--- src/rtl/tdm_pkg.sv ---
// rtl/tdm_pkg.sv - shared constants and types for the TDM frame collector
package tdm_pkg;

  localparam int SLOTS  = 4;
  localparam int SLOT_W = $clog2(SLOTS);

  typedef enum logic {
    HUNT,
    COLLECT
  } state_e;

  typedef logic [SLOTS-1:0] frame_t;

endpackage

--- src/rtl/tdm_frame_collector_if.sv ---
// rtl/tdm_frame_collector_if.sv - serial sample input and assembled-frame output port bundle
interface tdm_frame_collector_if #(
  parameter int SLOTS = tdm_pkg::SLOTS
);
  localparam int IDX_W = $clog2(SLOTS);

  logic             serial_in;
  logic [IDX_W-1:0] slot_idx;
  logic             in_en;
  logic [SLOTS-1:0] frame_data;
  logic             frame_valid;
  logic             frame_ready;

  modport master (
    output serial_in, slot_idx, in_en, frame_ready,
    input  frame_data, frame_valid
  );

  modport slave (
    input  serial_in, slot_idx, in_en, frame_ready,
    output frame_data, frame_valid
  );

endinterface

--- src/rtl/tdm_frame_collector_fifo2.sv ---
// rtl/tdm_frame_collector_fifo2.sv - two-entry FIFO; push on a full FIFO is taken only with a same-cycle pop
module frame_fifo2 #(
  parameter int W = 4
) (
  input  logic         clk,
  input  logic         reset,
  input  logic         push_i,
  input  logic [W-1:0] push_data_i,
  input  logic         pop_i,
  output logic [W-1:0] head_o,
  output logic         full_o,
  output logic         empty_o
);

  logic [W-1:0] mem_q [2];
  logic         wr_ptr_q, rd_ptr_q;
  logic [1:0]   count_q, count_d;
  logic         do_push, do_pop;

  assign empty_o = (count_q == 2'd0);
  assign full_o  = (count_q == 2'd2);
  assign do_pop  = pop_i && !empty_o;
  assign do_push = push_i && (!full_o || do_pop);
  assign head_o  = empty_o ? '0 : mem_q[rd_ptr_q];

  always_comb begin
    count_d = count_q;
    case ({do_push, do_pop})
      2'b10:   count_d = count_q + 2'd1;
      2'b01:   count_d = count_q - 2'd1;
      default: count_d = count_q;
    endcase
  end

  always_ff @(posedge clk or posedge reset) begin
    if (reset) begin
      mem_q[0] <= '0;
      mem_q[1] <= '0;
      wr_ptr_q <= 1'b0;
      rd_ptr_q <= 1'b0;
      count_q  <= 2'd0;
    end else begin
      if (do_push) begin
        mem_q[wr_ptr_q] <= push_data_i;
        wr_ptr_q        <= ~wr_ptr_q;
      end
      if (do_pop) begin
        rd_ptr_q <= ~rd_ptr_q;
      end
      count_q <= count_d;
    end
  end

endmodule

--- src/rtl/tdm_frame_collector.sv ---
// rtl/tdm_frame_collector.sv - reassembles slot-indexed serial bits into parallel frames behind a 2-deep FIFO
module tdm_frame_collector
  import tdm_pkg::*;
#(
  parameter int SLOTS = tdm_pkg::SLOTS,
  parameter int CNT_W = 8
) (
  input  logic                 clk,
  input  logic                 reset,
  tdm_frame_collector_if.slave bus,
  output logic                 overflow,
  output logic                 seq_err,
  output logic [CNT_W-1:0]     frame_cnt
);

  localparam int IDX_W = $clog2(SLOTS);
  localparam logic [IDX_W-1:0] LAST = IDX_W'(SLOTS - 1);

  state_e           state_q, state_d;
  logic [IDX_W-1:0] exp_q, exp_d;
  logic [SLOTS-1:0] shreg_q, shreg_d;
  logic             seq_err_q, seq_err_d;
  logic             ovf_q, ovf_d;
  logic [CNT_W-1:0] cnt_q, cnt_d;

  logic [SLOTS-1:0] word, push_data, head;
  logic [SLOTS-1:0] start_word;
  logic             push, push_ok, pop_fire;
  logic             fifo_full, fifo_empty;

  assign start_word = {{(SLOTS-1){1'b0}}, bus.serial_in};

  always_comb begin
    state_d       = state_q;
    exp_d         = exp_q;
    shreg_d       = shreg_q;
    seq_err_d     = 1'b0;
    push          = 1'b0;
    push_data     = '0;
    word          = shreg_q;
    word[exp_q]   = bus.serial_in;

    unique case (state_q)
      HUNT: begin
        if (bus.in_en && bus.slot_idx == '0) begin
          shreg_d = start_word;
          exp_d   = IDX_W'(1);
          state_d = COLLECT;
        end
      end
      COLLECT: begin
        if (bus.in_en) begin
          if (bus.slot_idx == exp_q) begin
            if (exp_q == LAST) begin
              push      = 1'b1;
              push_data = word;
              exp_d     = '0;
              shreg_d   = '0;
            end else begin
              shreg_d = word;
              exp_d   = exp_q + IDX_W'(1);
            end
          end else begin
            // A stray slot 0 is a plausible new frame start, so keep it rather than re-hunting.
            seq_err_d = 1'b1;
            if (bus.slot_idx == '0) begin
              shreg_d = start_word;
              exp_d   = IDX_W'(1);
            end else begin
              shreg_d = '0;
              exp_d   = '0;
              state_d = HUNT;
            end
          end
        end
      end
      default: state_d = HUNT;
    endcase
  end

  assign pop_fire = !fifo_empty && bus.frame_ready;
  assign push_ok  = push && (!fifo_full || pop_fire);
  assign ovf_d    = ovf_q | (push && fifo_full && !pop_fire);
  assign cnt_d    = push_ok ? cnt_q + CNT_W'(1) : cnt_q;

  always_ff @(posedge clk or posedge reset) begin
    if (reset) begin
      state_q   <= HUNT;
      exp_q     <= '0;
      shreg_q   <= '0;
      seq_err_q <= 1'b0;
      ovf_q     <= 1'b0;
      cnt_q     <= '0;
    end else begin
      state_q   <= state_d;
      exp_q     <= exp_d;
      shreg_q   <= shreg_d;
      seq_err_q <= seq_err_d;
      ovf_q     <= ovf_d;
      cnt_q     <= cnt_d;
    end
  end

  frame_fifo2 #(.W(SLOTS)) u_fifo (
    .clk         (clk),
    .reset       (reset),
    .push_i      (push),
    .push_data_i (push_data),
    .pop_i       (bus.frame_ready),
    .head_o      (head),
    .full_o      (fifo_full),
    .empty_o     (fifo_empty)
  );

  assign bus.frame_data  = head;
  assign bus.frame_valid = !fifo_empty;
  assign overflow        = ovf_q;
  assign seq_err         = seq_err_q;
  assign frame_cnt       = cnt_q;

endmodule

--- src/flat_wrapper.sv ---
// flat-port wrapper written by rule: the top's interface ports become plain ports
module tdm_frame_collector_flat import tdm_pkg::*;
#(
  parameter int SLOTS = tdm_pkg::SLOTS,
  parameter int CNT_W = 8
)
  (clk, reset, overflow, seq_err, frame_cnt, bus_serial_in, bus_slot_idx, bus_in_en, bus_frame_ready, bus_frame_data, bus_frame_valid);
  tdm_frame_collector_if #(.SLOTS(SLOTS)) bus_i ();
  input  logic clk;
  input  logic reset;
  output logic overflow;
  output logic seq_err;
  output logic [CNT_W-1:0] frame_cnt;
  input wire logic [$bits(bus_i.serial_in)-1:0] bus_serial_in;
  input wire logic [$bits(bus_i.slot_idx)-1:0] bus_slot_idx;
  input wire logic [$bits(bus_i.in_en)-1:0] bus_in_en;
  input wire logic [$bits(bus_i.frame_ready)-1:0] bus_frame_ready;
  output wire logic [$bits(bus_i.frame_data)-1:0] bus_frame_data;
  output wire logic [$bits(bus_i.frame_valid)-1:0] bus_frame_valid;
  assign bus_i.serial_in = bus_serial_in;
  assign bus_i.slot_idx = bus_slot_idx;
  assign bus_i.in_en = bus_in_en;
  assign bus_i.frame_ready = bus_frame_ready;
  assign bus_frame_data = bus_i.frame_data;
  assign bus_frame_valid = bus_i.frame_valid;
  tdm_frame_collector #(.SLOTS(SLOTS), .CNT_W(CNT_W)) u_core (.clk(clk), .reset(reset), .bus(bus_i), .overflow(overflow), .seq_err(seq_err), .frame_cnt(frame_cnt));
endmodule
--- config.mk ---
export PLATFORM = sky130hd
export DESIGN_NAME = tdm_frame_collector_flat
export DESIGN_NICKNAME = d
export VERILOG_FILES = /design/src/rtl/tdm_pkg.sv /design/src/rtl/tdm_frame_collector_if.sv /design/src/rtl/tdm_frame_collector_fifo2.sv /design/src/rtl/tdm_frame_collector.sv /design/src/flat_wrapper.sv
export SDC_FILE = /design/constraint.sdc
export NUM_CORES = 1
export LEC_CHECK = 0
export ABC_CLOCK_PERIOD_IN_PS = 5250
export CAP_MARGIN = 20
export CELL_PAD_IN_SITES_DETAIL_PLACEMENT = 0
export CELL_PAD_IN_SITES_GLOBAL_PLACEMENT = 1
export CORE_ASPECT_RATIO = 0.6
export CORE_UTILIZATION = 45
export DETAILED_ROUTE_END_ITERATION = 10
export PLACE_DENSITY_LB_ADDON = 0.1
export SYNTH_ARGS = -nofsm -noshare
export SYNTH_HDL_FRONTEND = slang
export SYNTH_HIERARCHICAL = 1
export SYNTH_SLANG_ARGS = --single-unit
--- constraint.sdc ---
create_clock -name clk -period 5.25 [get_ports clk]
set_input_delay 0.7875 -clock clk [delete_from_list [all_inputs] [get_ports clk]]
set_output_delay 0.7875 -clock clk [all_outputs]
set_load 0.01 [all_outputs]
## Yosys cells after proc, flatten, opt, wreduce, memory -nomap -nowiden

Index checks and enable logic that the tools add are counted.

- Add/sub/neg operators: 4
- Reduce and logical (&&, ||, !) cells: 15
- Bitwise logic cells: 6
- Equal/unequal tests: 7
- Muxes and demuxes: 39
- $lt $le $gt $ge: 5

Operator list:

| cell | number |
|---|---|
| $mux W4 | 13 |
| $mux W1 | 14 |
| $add A8 B1 Y8 const B | 1 |
| $bwmux W8 | 1 |
| $mux W2 | 4 |
| $pmux W2 S2 | 2 |
| $pmux W4 S2 | 1 |
| $logic_and A1 B1 Y1 | 7 |
| $eq A2 B2 Y1 const B | 3 |
| $add A2 B1 Y2 const B | 2 |
| $bwmux W4 | 1 |
| $demux W4 S1 | 1 |
| $ge A2 B2 Y1 const B | 2 |
| $logic_not A2 Y1 | 2 |
| $not A1 Y2 | 2 |
| $logic_not A1 Y1 | 3 |
| $lt A2 B3 Y1 const B | 1 |
| $not A1 Y1 | 3 |
| $demux W1 S2 | 1 |
| $eq A2 B1 Y1 const B | 1 |
| $eq A2 B2 Y1 | 1 |
| $ge A2 B1 Y1 const B | 1 |
| $lt A2 B1 Y1 const B | 1 |
| $ne A2 B1 Y1 const B | 1 |
| 7 further kinds | 7 |

- Register bits: 29
- Logic and storage cells: 87

## Logic depth before layout (Yosys ltp)

Gate-level depths: netlist (run 1).

- Depth after elaboration: 10
- Depth in mapped cells: 9
- Depth with buffers taken out: 9

## Cells and area by module

Netlist (run 1), hierarchy kept.

By module, submodules not included:

| module | sequential area each (µm²) | area an instance (µm²) | times used | cells an instance |
|---|---|---|---|---|
| tdm_frame_collector | 400.4 | 912.1 | 1 | 91 |
| frame_fifo2 | 300.3 | 569.3 | 1 | 45 |

## Worst setup path before layout (run 1)

OpenSTA, ideal clock, no wires.

- Path kind: input to register
- Start point: input port bus_slot_idx[1]
- End point: register u_core/u_fifo/mem_q[4] in the netlist's numbering
- Cell stages on the path: 6
- Library setup time: 0.125 ns
- Slack: 3.070 ns
- Arrival: 2.056 ns
- Buffers on the path: 0
- Cell sequence: xor2_2 nor3_4 nand2_2 inv_2 nor3b_2 mux2_2

- Cells in the longest elaborated chain, start to end: 5
- Elaborated cells on any way between the ends: 9

Ends and longest elaborated chain:

| element | RTL line | RTL |
|---|---|---|
| start: declaration | flat_wrapper.sv:15 | `input wire logic [$bits(bus_i.slot_idx)-1:0] bus_slot_idx;` |
| $eq A2 B2 Y1 | tdm_frame_collector.sv:53 | `if (bus.slot_idx == exp_q) begin` |
| $mux W1 | tdm_frame_collector.sv:53 |  |
| $mux W1 | tdm_frame_collector.sv:52 | `if (bus.in_en) begin` |
| $mux W1 | tdm_frame_collector.sv:43 | `unique case (state_q)` |
| named net u_core.push | tdm_frame_collector.sv:28 | `logic push, push_ok, pop_fire;` |
| $logic_and A1 B1 Y1 | tdm_frame_collector_fifo2.sv:23 | `assign do_push = push_i && (!full_o \|\| do_pop);` |
| end signal: indexed assignment | tdm_frame_collector_fifo2.sv:44 | `mem_q[wr_ptr_q] <= push_data_i;` |
| end: declaration | tdm_frame_collector_fifo2.sv:15 | `logic [W-1:0] mem_q [2];` |

The timed path passes the listed nets, and every way through them passes these cells.
A chain may end at the register's enable or synchronous reset.

## Worst setup path in the final report (run 1)

- Start point: input port bus_slot_idx[1]
- End point: register u_core/u_fifo/mem_q[6] in the netlist's numbering

The elaborated chain is that of the path after synthesis.

==> metrics.cfg, run 1 <==
[run_status]
status=finished, final reports clean

[layout]
syn_to_final_growth_pct=22.3
n_fill_cell=259
drive_gt1_share_pct=13.1
nets=174
final_util_pct=60.3
antenna_cells=0

[clock_tree]
cts_resized=0
clock_latency_ns=0.27
cts_buffers=3
htreeDepth=1
path_clk_slew_ns=0.09
hold_buffers=0
clk_path_buf_depth=2
cts_tree=done
clkSinkCount=28
post_cts_buffers=0
cts_root_buf=clkbuf_8

[global_routing]
grt_pass1_vias=979
grt_first_pass_wirelength_mm=4.73
gr-total-overflow=0
grt_usage_pct=18.3
grt_max_degree=17
antenna_found_initial=0

[setup_path]
r2r_slack_ns=3.05
critPathLaunch=bus_slot_idx[1]
worst-setup-path-type=in2reg
end_kind=flop
worstRegToRegCells=6
startpoint_type=input port
crit_end=u_core/u_fifo/mem_q[6]
cp_max_fo=7
r2r_end=u_core/u_fifo/mem_q[6]
crit_arrival_ns=2.87
crit-reg2reg-launch=u_core/exp_q[1]
worstPathRequired_ns=5.41

[yosys]
syn_inst=136
yosys_warnings=6
ys_seq_area_share_pct=47.3
synth.distinct_cells=33
synth.avg_cell_area_um2=10.9
syn_nets=149
mappedNetlistArea_um2=1480
yosys_register_bits=28

[detailed_routing]
wirelength_mm=2.91
postRouteAntennaNets=0
dr.pass1.iters=4
vias=1068
wire_per_inst_um=14.4
route.detailed.drc=0
drt-initial-drc-count=36
via_per_inst=5.29

[floorplanning]
start_util_pct=49.3
die_area_um2=3530
coreArea_um2=3000
io_pins=22
rows=15
die_w_um=76.1
die_h_um=46.4

[placement]
post-dp-hpwl_mm=2.32
port_buffers=21
place_congestion=0.801

[power_and_ir_drop]
pwr-share-comb_pct=23.2
intPower_mw=0.402
p_seq_share_pct=47.4
power_density_nw_per_um2=315
swShare_pct=29.4
vdd_drop_max_v=0.000156
p_leak_nw=0.830
p_clk_share_pct=29.3
switchingPower_mw=0.168

[sta]
hold_violations=0
setup_viol=0
post-route-period-util_pct=51.6
rsz0062_at_grt=false
min_period_ns=2.71
clock.fmax_mhz=369
drv_slew=0
worst_slew_pin_slew_ns=0.632
final.setup.tns_ns=0
slew-limit-headroom_pct=57.8
fin_skew_ns=0.00583

[hold_path]
hp-class=reg2reg
whs_path_depth=1

[run]
cap_violations=0

power groups by stage:
stage	clock network, mW	logic [mW]	registers [mW]
after floorplan	0	0.104	0.259
after global placement	0	0.129	0.273
after detailed placement	0	0.133	0.275
after CTS	0.173	0.133	0.271
after global routing	0.180	0.145	0.275
final	0.167	0.132	0.270
cell usage in the layout, fill, tap and decap left out, types with 4 or more instances in the layout:
cell type / netlist / layout
mux2_2: 8 / 8
o21ai_0: 4 / 4
clkdlybuf4s50_1: 0 / 21
nand3_1: 7 / 7
dfrtp_1: 28 / 28
nand4_1: 4 / 4
nand2_1: 12 / 12
ha_1: 6 / 6
xnor2_1: 10 / 10
nor2_1: 13 / 13
mux2i_1: 7 / 7
inv_1: 6 / 6
metal layers:
metal	global-route usage (%)	part of all wire, %	vias to the layer above
met2	31.3	45	17
met4	3.08	0.41	0
met5	0	0	-
met3	4.75	3.0	2
met1	24.3	51	535
li1	-	-	514
cells by family (layout without fill, tap and decap cells):
family                     Yosys count  count (layout)  share of synthesized area (%)
AOI/OAI and AO/OA                   11              11                           4.81
xor gates and xnor gates            14              14                           9.29
adders and majority gates            6               6                           5.07
buffers and inverters                8              32                           2.03
DFF                                 28              28                           47.3
muxes                               16              16                           11.6
and+or+nand+nor                     53              53                           19.9
state kept, by name, indices dropped and copies added (netlist names):
signal,flops
u_core/u_fifo/count_q,2
u_core/seq_err,1
u_core/u_fifo/mem_q,8
u_core/frame_cnt,8
u_core/u_fifo/rd_ptr_q,1
u_core/shreg_q,3
u_core/overflow,1
u_core/u_fifo/wr_ptr_q,1
u_core/exp_q,2
u_core/state_q,1
how the worst min path moves through the flow:
stage | start | end
floorplan | u_core/u_fifo/count_q[1] | u_core/u_fifo/count_q[1]
global placement | u_core/frame_cnt[7] | u_core/frame_cnt[7]
detailed placement | u_core/overflow | u_core/overflow
CTS | u_core/overflow | u_core/overflow
global route | u_core/frame_cnt[7] | u_core/frame_cnt[7]
finish | u_core/overflow | u_core/overflow
stage by stage:
stage                     cells  total power [mW]  hold WS (ns)  setup WS [ns]  area [µm²]
after floorplan             136             0.363         0.469           3.07        1480
after global placement      198             0.402         0.460           2.35        1740
after detailed placement    198             0.408         0.467           2.26        1740
after CTS                   202             0.577         0.491           2.55        1810
after global routing        202             0.600         0.515           2.42        1810
final                       202             0.570         0.481           2.54        1810
cell type report:
class / count / area [µm²] / share of cell area, %
clock buffer: 3 / 41.3 / 2.28
multi-input combinational: 100 / 751 / 41.4
sequential: 28 / 701 / 38.7
clock inverter: 1 / 30.0 / 1.66
tap: 42 / 52.6 / 2.90
timing repair buffer: 21 / 210 / 11.6
inverter: 7 / 26.3 / 1.45
synth_stat cells:
cell       instances  area, µm²
ha_1               6       75.1
mux2_2             8       90.1
nor2_1            13       48.8
inv_2              1       3.75
nor3b_1            1       7.51
nor3b_2            2       25.0
inv_1              6       22.5
nand2_1           12       45.0
mux2_1             1       11.3
nand4_1            4       25.0
a22o_1             1       8.76
xor2_2             2       32.5
nor3_4             1       16.3
dfrtp_1           28        701
nand2_2            1       6.26
a221o_1            1       10.0
o2111ai_1          1       8.76
clkbuf_1           1       3.75
o21bai_1           1       7.51
mux2i_1            7       70.1
xor2_1             2       17.5
nand3_1            7       35.0
nand2b_1           3       18.8
a21oi_1            2       10.0
o21ai_0            4       20.0
and2b_1            1       7.51
and3_1             3       18.8
xnor2_1           10       87.6
nand3b_1           2       15.0
a31oi_1            1       6.26
and2_2             1       7.51
nor4_2             1       12.5
nor2b_1            1       6.26
worst max-delay path: stages:
cell and delay, ns:
clkdlybuf4s50_1 0.49, xor2_2 0.22, nor3_4 0.31, nand2_2 0.15
inv_2 0.13, nor3b_2 0.39, mux2_2 0.39
No activity file was read; power rests on OpenSTA's default activity.
==> run 2, diff against run 1 <==
--- a/config.mk
+++ b/config.mk
@@ -5,12 +5,12 @@
 export SDC_FILE = /design/constraint.sdc
 export NUM_CORES = 1
 export LEC_CHECK = 0
-export ABC_CLOCK_PERIOD_IN_PS = 5250
+export ABC_CLOCK_PERIOD_IN_PS = 2400
 export CAP_MARGIN = 20
 export CELL_PAD_IN_SITES_DETAIL_PLACEMENT = 0
 export CELL_PAD_IN_SITES_GLOBAL_PLACEMENT = 1
 export CORE_ASPECT_RATIO = 0.6
-export CORE_UTILIZATION = 45
+export CORE_UTILIZATION = 38
 export DETAILED_ROUTE_END_ITERATION = 10
 export PLACE_DENSITY_LB_ADDON = 0.1
 export SYNTH_ARGS = -nofsm -noshare
==> constraint.sdc (replaced) <==
create_clock -name clk -period 2.4 [get_ports clk]
set_input_delay 0.36 -clock clk [delete_from_list [all_inputs] [get_ports clk]]
set_output_delay 0.36 -clock clk [all_outputs]
set_load 0.01 [all_outputs]
==> metrics.cfg, run 2 (synthesized netlist as in run 1, its figures left out) <==
[setup_path]
r2r_end=u_core/u_fifo/mem_q[5]
worstRegToRegCells=6  ; unchanged
cp_num_buf_inv=1  ; -1
worst-setup-path-type=reg2out
cp_top_family=buffers and inverters
r2r_slack_ns=0.41  ; -2.64 ns
crit-reg2reg-launch=u_core/exp_q[1]
worstPathRequired_ns=2.04  ; -3.37 ns
critPathSlowestCell=clkdlybuf4s50_1
cp_max_fo=7  ; unchanged
path_cells=nor2_1 > nor2_1 > clkdlybuf4s50_1
end_kind=output port
crit_arrival_ns=1.73  ; -1.14 ns
slowest_delay_ns=0.50  ; about the same
cpMostUsedCell=nor2_1
startpoint_type=flop

[layout]
drive_gt1_share_pct=15.8  ; +2.6 points
design_area_um2=1860  ; +2.4%
syn_to_final_growth_pct=25.3
antenna_cells=0  ; unchanged
layout_common_cells=dfrtp_1 (28), clkdlybuf4s50_1 (21), nor2_1 (13)
final_common_cell=dfrtp_1
final_cells=212  ; +5.0%
nets=179  ; +2.9%
final_util_pct=50.1  ; -10 points

[power_and_ir_drop]
switchingPower_mw=0.372  ; +120%
power_density_nw_per_um2=676  ; +110%
pwr-share-comb_pct=23.1  ; about the same
intPower_mw=0.883  ; +120%
p_clk_share_pct=29.9  ; +0.6 points
vdd_drop_max_v=0.000364  ; +130%
swShare_pct=29.6  ; +0.18 points
p_seq_share_pct=47.0  ; -0.4 points
p_leak_nw=0.854  ; +2.9%

[clock_tree]
cts_tree=done
hold_buffers=0  ; unchanged
post_cts_buffers=0  ; unchanged
clkSinkCount=28  ; unchanged
cts_buffers=3  ; unchanged
path_clk_slew_ns=0.10  ; about the same
htreeDepth=1  ; unchanged
clock_latency_ns=0.28  ; about the same
clk_path_buf_depth=2  ; unchanged
cts_resized=0  ; unchanged
cts_root_buf=clkbuf_8

[sta]
worst_slew_pin_slew_ns=0.696  ; +0.0641 ns
clock.fmax_mhz=479
rsz0062_at_grt=false
min_period_ns=2.09
fin_skew_ns=0.00955  ; +0.00372 ns
hold_violations=0  ; unchanged
drv_slew=0  ; unchanged
slew-limit-headroom_pct=53.6  ; -4.3 points
final.setup.tns_ns=0  ; unchanged
setup_viol=0  ; unchanged
hold_slack_ns=0.415  ; -0.0658 ns
post-route-period-util_pct=87.1

[floorplanning]
die_area_um2=4160  ; +18%
rows=17  ; +2
coreArea_um2=3700  ; +23%
die_h_um=50.4  ; +8.4%
io_pins=22  ; unchanged
start_util_pct=40.0  ; -9.3 points
die_w_um=82.6  ; +8.6%

[hold_path]
hp-class=in2async

[placement]
place_congestion=0.782  ; -2.4%
post-dp-hpwl_mm=2.24  ; -3.6%
place_area_um2=1780  ; +2.5%
port_buffers=21  ; unchanged
dp_cells=208  ; +5.1%

[detailed_routing]
postRouteAntennaNets=0  ; unchanged
wirelength_mm=2.89  ; -0.72%
vias=1056  ; -1.1%
wire_per_inst_um=13.6  ; -5.4%
via_per_inst=4.98  ; -5.8%
drt-initial-drc-count=32  ; -11%
route.detailed.drc=0  ; unchanged
dr.pass1.iters=4  ; unchanged

[run]
cap_violations=0  ; unchanged

[global_routing]
grt_first_pass_wirelength_mm=5.09  ; +7.6%
grt_pass1_vias=1077  ; +10%
antenna_found_initial=0  ; unchanged
gr-total-overflow=0  ; unchanged
grt_usage_pct=16.6  ; -1.7 points
grt_max_degree=17  ; unchanged

[run_status]
status=finished, final reports clean

==> run 2: cell count changes in the layout (fill, tap and decap cells not counted) <==
cell / delta
buf_4: +5
==> run 2: worst max path at each step <==
stage / from / end / slack [ns] / cells past startpoint
after detailed placement: bus_slot_idx[1] / u_core/u_fifo/mem_q[4] / 0.04 / 7
final: u_core/u_fifo/count_q[0] / bus_frame_data[2] / 0.31 / 3
after global placement: bus_slot_idx[1] / u_core/u_fifo/mem_q[5] / 0.11 / 7
after floorplan: u_core/exp_q[1] / u_core/u_fifo/mem_q[4] / 0.52 / 6
after CTS: u_core/u_fifo/count_q[0] / bus_frame_data[2] / 0.29 / 3
after global routing: u_core/u_fifo/count_q[0] / bus_frame_data[2] / 0.15 / 3
==> run 2: routing by layer <==
layer | share of wire, % | GRT usage (%) | up-vias
li1 | - | - | 524
met1 | 52 | 23.9 | 504
met2 | 43 | 24.8 | 26
met3 | 3.9 | 4.91 | 2
met4 | 0.48 | 2.59 | 0
met5 | 0 | 0 | -
==> run 2: stage by stage <==
stage               total power, mW  setup WS, ns
finish                         1.25         0.311
global route                   1.34         0.153
CTS                            1.27         0.286
detailed placement            0.891        0.0389
global placement              0.884         0.113
floorplan                     0.795         0.519
==> run 2: power by group through the flow <==
stage	Clock (mW)	Sequential [mW]	Combinational, mW
floorplan	0	0.567	0.228
detailed placement	0	0.599	0.292
global placement	0	0.596	0.287
global route	0.408	0.601	0.329
CTS	0.386	0.590	0.294
finish	0.375	0.590	0.290
==> run 2: cell type report <==
class | instances | area (µm²)
Fill cell | 364 | 1850
Multi-Input combinational cell | 100 | 751
Sequential cell | 28 | 701
Timing Repair Buffer | 26 | 248
Tap cell | 47 | 58.8
Clock buffer | 3 | 41.3
Clock inverter | 1 | 30.0
Inverter | 7 | 26.3
==> run 3, diff against run 2 <==
--- a/config.mk
+++ b/config.mk
@@ -5,7 +5,7 @@
 export SDC_FILE = /design/constraint.sdc
 export NUM_CORES = 1
 export LEC_CHECK = 0
-export ABC_CLOCK_PERIOD_IN_PS = 2400
+export ABC_CLOCK_PERIOD_IN_PS = 1750
 export CAP_MARGIN = 20
 export CELL_PAD_IN_SITES_DETAIL_PLACEMENT = 0
 export CELL_PAD_IN_SITES_GLOBAL_PLACEMENT = 1
@@ -13,6 +13,7 @@
 export CORE_UTILIZATION = 38
 export DETAILED_ROUTE_END_ITERATION = 10
 export PLACE_DENSITY_LB_ADDON = 0.1
+export SKIP_LAST_GASP = 1
 export SYNTH_ARGS = -nofsm -noshare
 export SYNTH_HDL_FRONTEND = slang
 export SYNTH_HIERARCHICAL = 1
==> constraint.sdc (replaced) <==
create_clock -name clk -period 1.75 [get_ports clk]
set_input_delay 0.2625 -clock clk [delete_from_list [all_inputs] [get_ports clk]]
set_output_delay 0.2625 -clock clk [all_outputs]
set_load 0.01 [all_outputs]
==> metrics.cfg, run 3 (synthesized netlist as in run 1, its figures left out) <==
[run_status]
status=complete, but fails checks
violations=negative setup slack

[sta]
hold_violations=0  ; unchanged
worst_slew_pin_slew_ns=0.481  ; -0.215 ns
fin_ws_ns=-0.0332  ; -0.344 ns
hold_slack_ns=0.332  ; -0.0830 ns
clock.fmax_mhz=561
setup_viol=5  ; +5
rsz0062_at_grt=true
min_period_ns=1.78
drv_slew=0  ; unchanged
slew-limit-headroom_pct=67.9  ; +14 points
fin_skew_ns=0.00214  ; -0.00742 ns
final.setup.tns_ns=-0.129  ; -0.129 ns
post-route-period-util_pct=102

[floorplanning]
die_area_um2=4160  ; unchanged
die_h_um=50.4  ; unchanged
coreArea_um2=3700  ; unchanged
start_util_pct=40.0  ; unchanged
die_w_um=82.6  ; unchanged
io_pins=22  ; unchanged
rows=17  ; unchanged

[layout]
layout_common_cells=buf_4 (33), dfrtp_1 (25), clkdlybuf4s50_1 (14)
final_cells=241  ; +14%
final_common_cell=buf_4
nets=208  ; +16%
n_fill_cell=336  ; -7.7%
syn_to_final_growth_pct=43.8
antenna_cells=0  ; unchanged
drive_gt1_share_pct=33.5  ; +18 points

[setup_path]
path_cells=xor2_2 > nor3_4 > nand2_2 > inv_4 > nor3b_4 > mux2_4
end_kind=flop
worst-setup-path-type=reg2reg
cp_top_family=simple AND/OR/NAND/NOR gates
startpoint_type=flop
critPathSlowestCell=dfrtp_2
crit_arrival_ns=1.95  ; +0.22 ns
slowest_delay_ns=0.44  ; -0.06 ns
cp_max_fo=5  ; -2
worstPathRequired_ns=1.92  ; -0.12 ns
cp_num_buf_inv=1  ; unchanged

[detailed_routing]
dr.pass1.iters=4  ; unchanged
vias=1160  ; +9.8%
via_per_inst=4.81  ; -3.4%
postRouteAntennaNets=0  ; unchanged
wirelength_mm=3.21  ; +11%
wire_per_inst_um=13.3  ; -2.2%
drt-initial-drc-count=45  ; +41%
route.detailed.drc=0  ; unchanged

[global_routing]
gr-total-overflow=0  ; unchanged
grt_max_degree=17  ; unchanged
grt_pass1_vias=1166  ; +8.3%
grt_usage_pct=17.9  ; +1.3 points
antenna_found_initial=0  ; unchanged
grt_first_pass_wirelength_mm=5.45  ; +7.1%

[placement]
port_buffers=21  ; unchanged
place_congestion=0.796  ; +1.8%
dp_cells=228  ; +9.6%
post-dp-hpwl_mm=2.42  ; +7.9%

[power_and_ir_drop]
p_leak_nw=1.03  ; +20%
p_total_mw=1.87  ; +49%
power_density_nw_per_um2=875  ; +29%
vdd_drop_max_v=0.000563  ; +55%

[run]
cap_violations=0  ; unchanged

[clock_tree]
cts_tree=done
clock_latency_ns=0.27  ; about the same
clk_path_buf_depth=2  ; unchanged
path_clk_slew_ns=0.09  ; about the same
htreeDepth=1  ; unchanged
cts_root_buf=clkbuf_8
clkSinkCount=28  ; unchanged
cts_buffers=3  ; unchanged

[hold_path]
hp-class=in2async

## run 3: worst paths after layout
kind	startpoint	end	slack [ns]	depth (start not counted)
worst max-delay path	u_core/exp_q[1]	u_core/u_fifo/mem_q[6]	-0.03	6
worst min-delay path	reset	u_core/frame_cnt[5]	0.33	3
worst max register to register	u_core/exp_q[1]	u_core/u_fifo/mem_q[6]	-0.03	6
worst min register to register	u_core/frame_cnt[7]	u_core/frame_cnt[7]	0.49	1
max in group asynchronous	reset	u_core/u_fifo/count_q[0]	1.07	2
min in group clk	bus_slot_idx[0]	u_core/exp_q[0]	0.48	4
## run 3: area by class of cell
cell class                 count  area, µm²  area share, %
tap                           47       58.8           2.76
clock buffer                   4       55.1           2.58
sequential                    28        704           33.1
inverter                       7       28.8           1.35
timing repair buffer          55        468           22.0
multi-input combinational    100        816           38.3
## run 3: stage by stage
stage                     setup slack (ns)  utilization [%]  area, µm²
after floorplan                    -0.0452                -       1500
after global placement              -0.327             52.8       1950
after detailed placement            -0.444             52.8       1950
after CTS                          -0.0285             56.0       2070
after global routing                -0.129             57.6       2130
final                              -0.0332             57.6       2130
## run 3: power breakdown
part,internal (mW),switching (mW)
Combinational,0.386,0.311
Sequential,0.714,0.0510
Clock,0.202,0.203
## run 3: layer usage
metal  track usage (%)  routed length [µm]  up-vias
met1              24.4                1630      561
met2              28.5                1480       15
li1                  -                   -      582
met5                 0                   0        -
met4              4.31                  14        0
met3              4.36                  86        2
## run 3: what timing repair did
item | 4_1_cts | 5_1_grt
endpoints found under the setup margin | 15 | 11
gates cloned | 0 | 0
buffers inserted | 8 | 1
gates resized for setup | 9 | 14
pin swaps | 0 | 5
hold buffers | 0 | 0
## run 3: worst register-to-register path: stages, from the launching register on
cell and delay, ns:
dfrtp_2 0.44, xor2_2 0.17, nor3_4 0.21, nand2_2 0.10, inv_4 0.08, nor3b_4 0.34, mux2_4 0.34
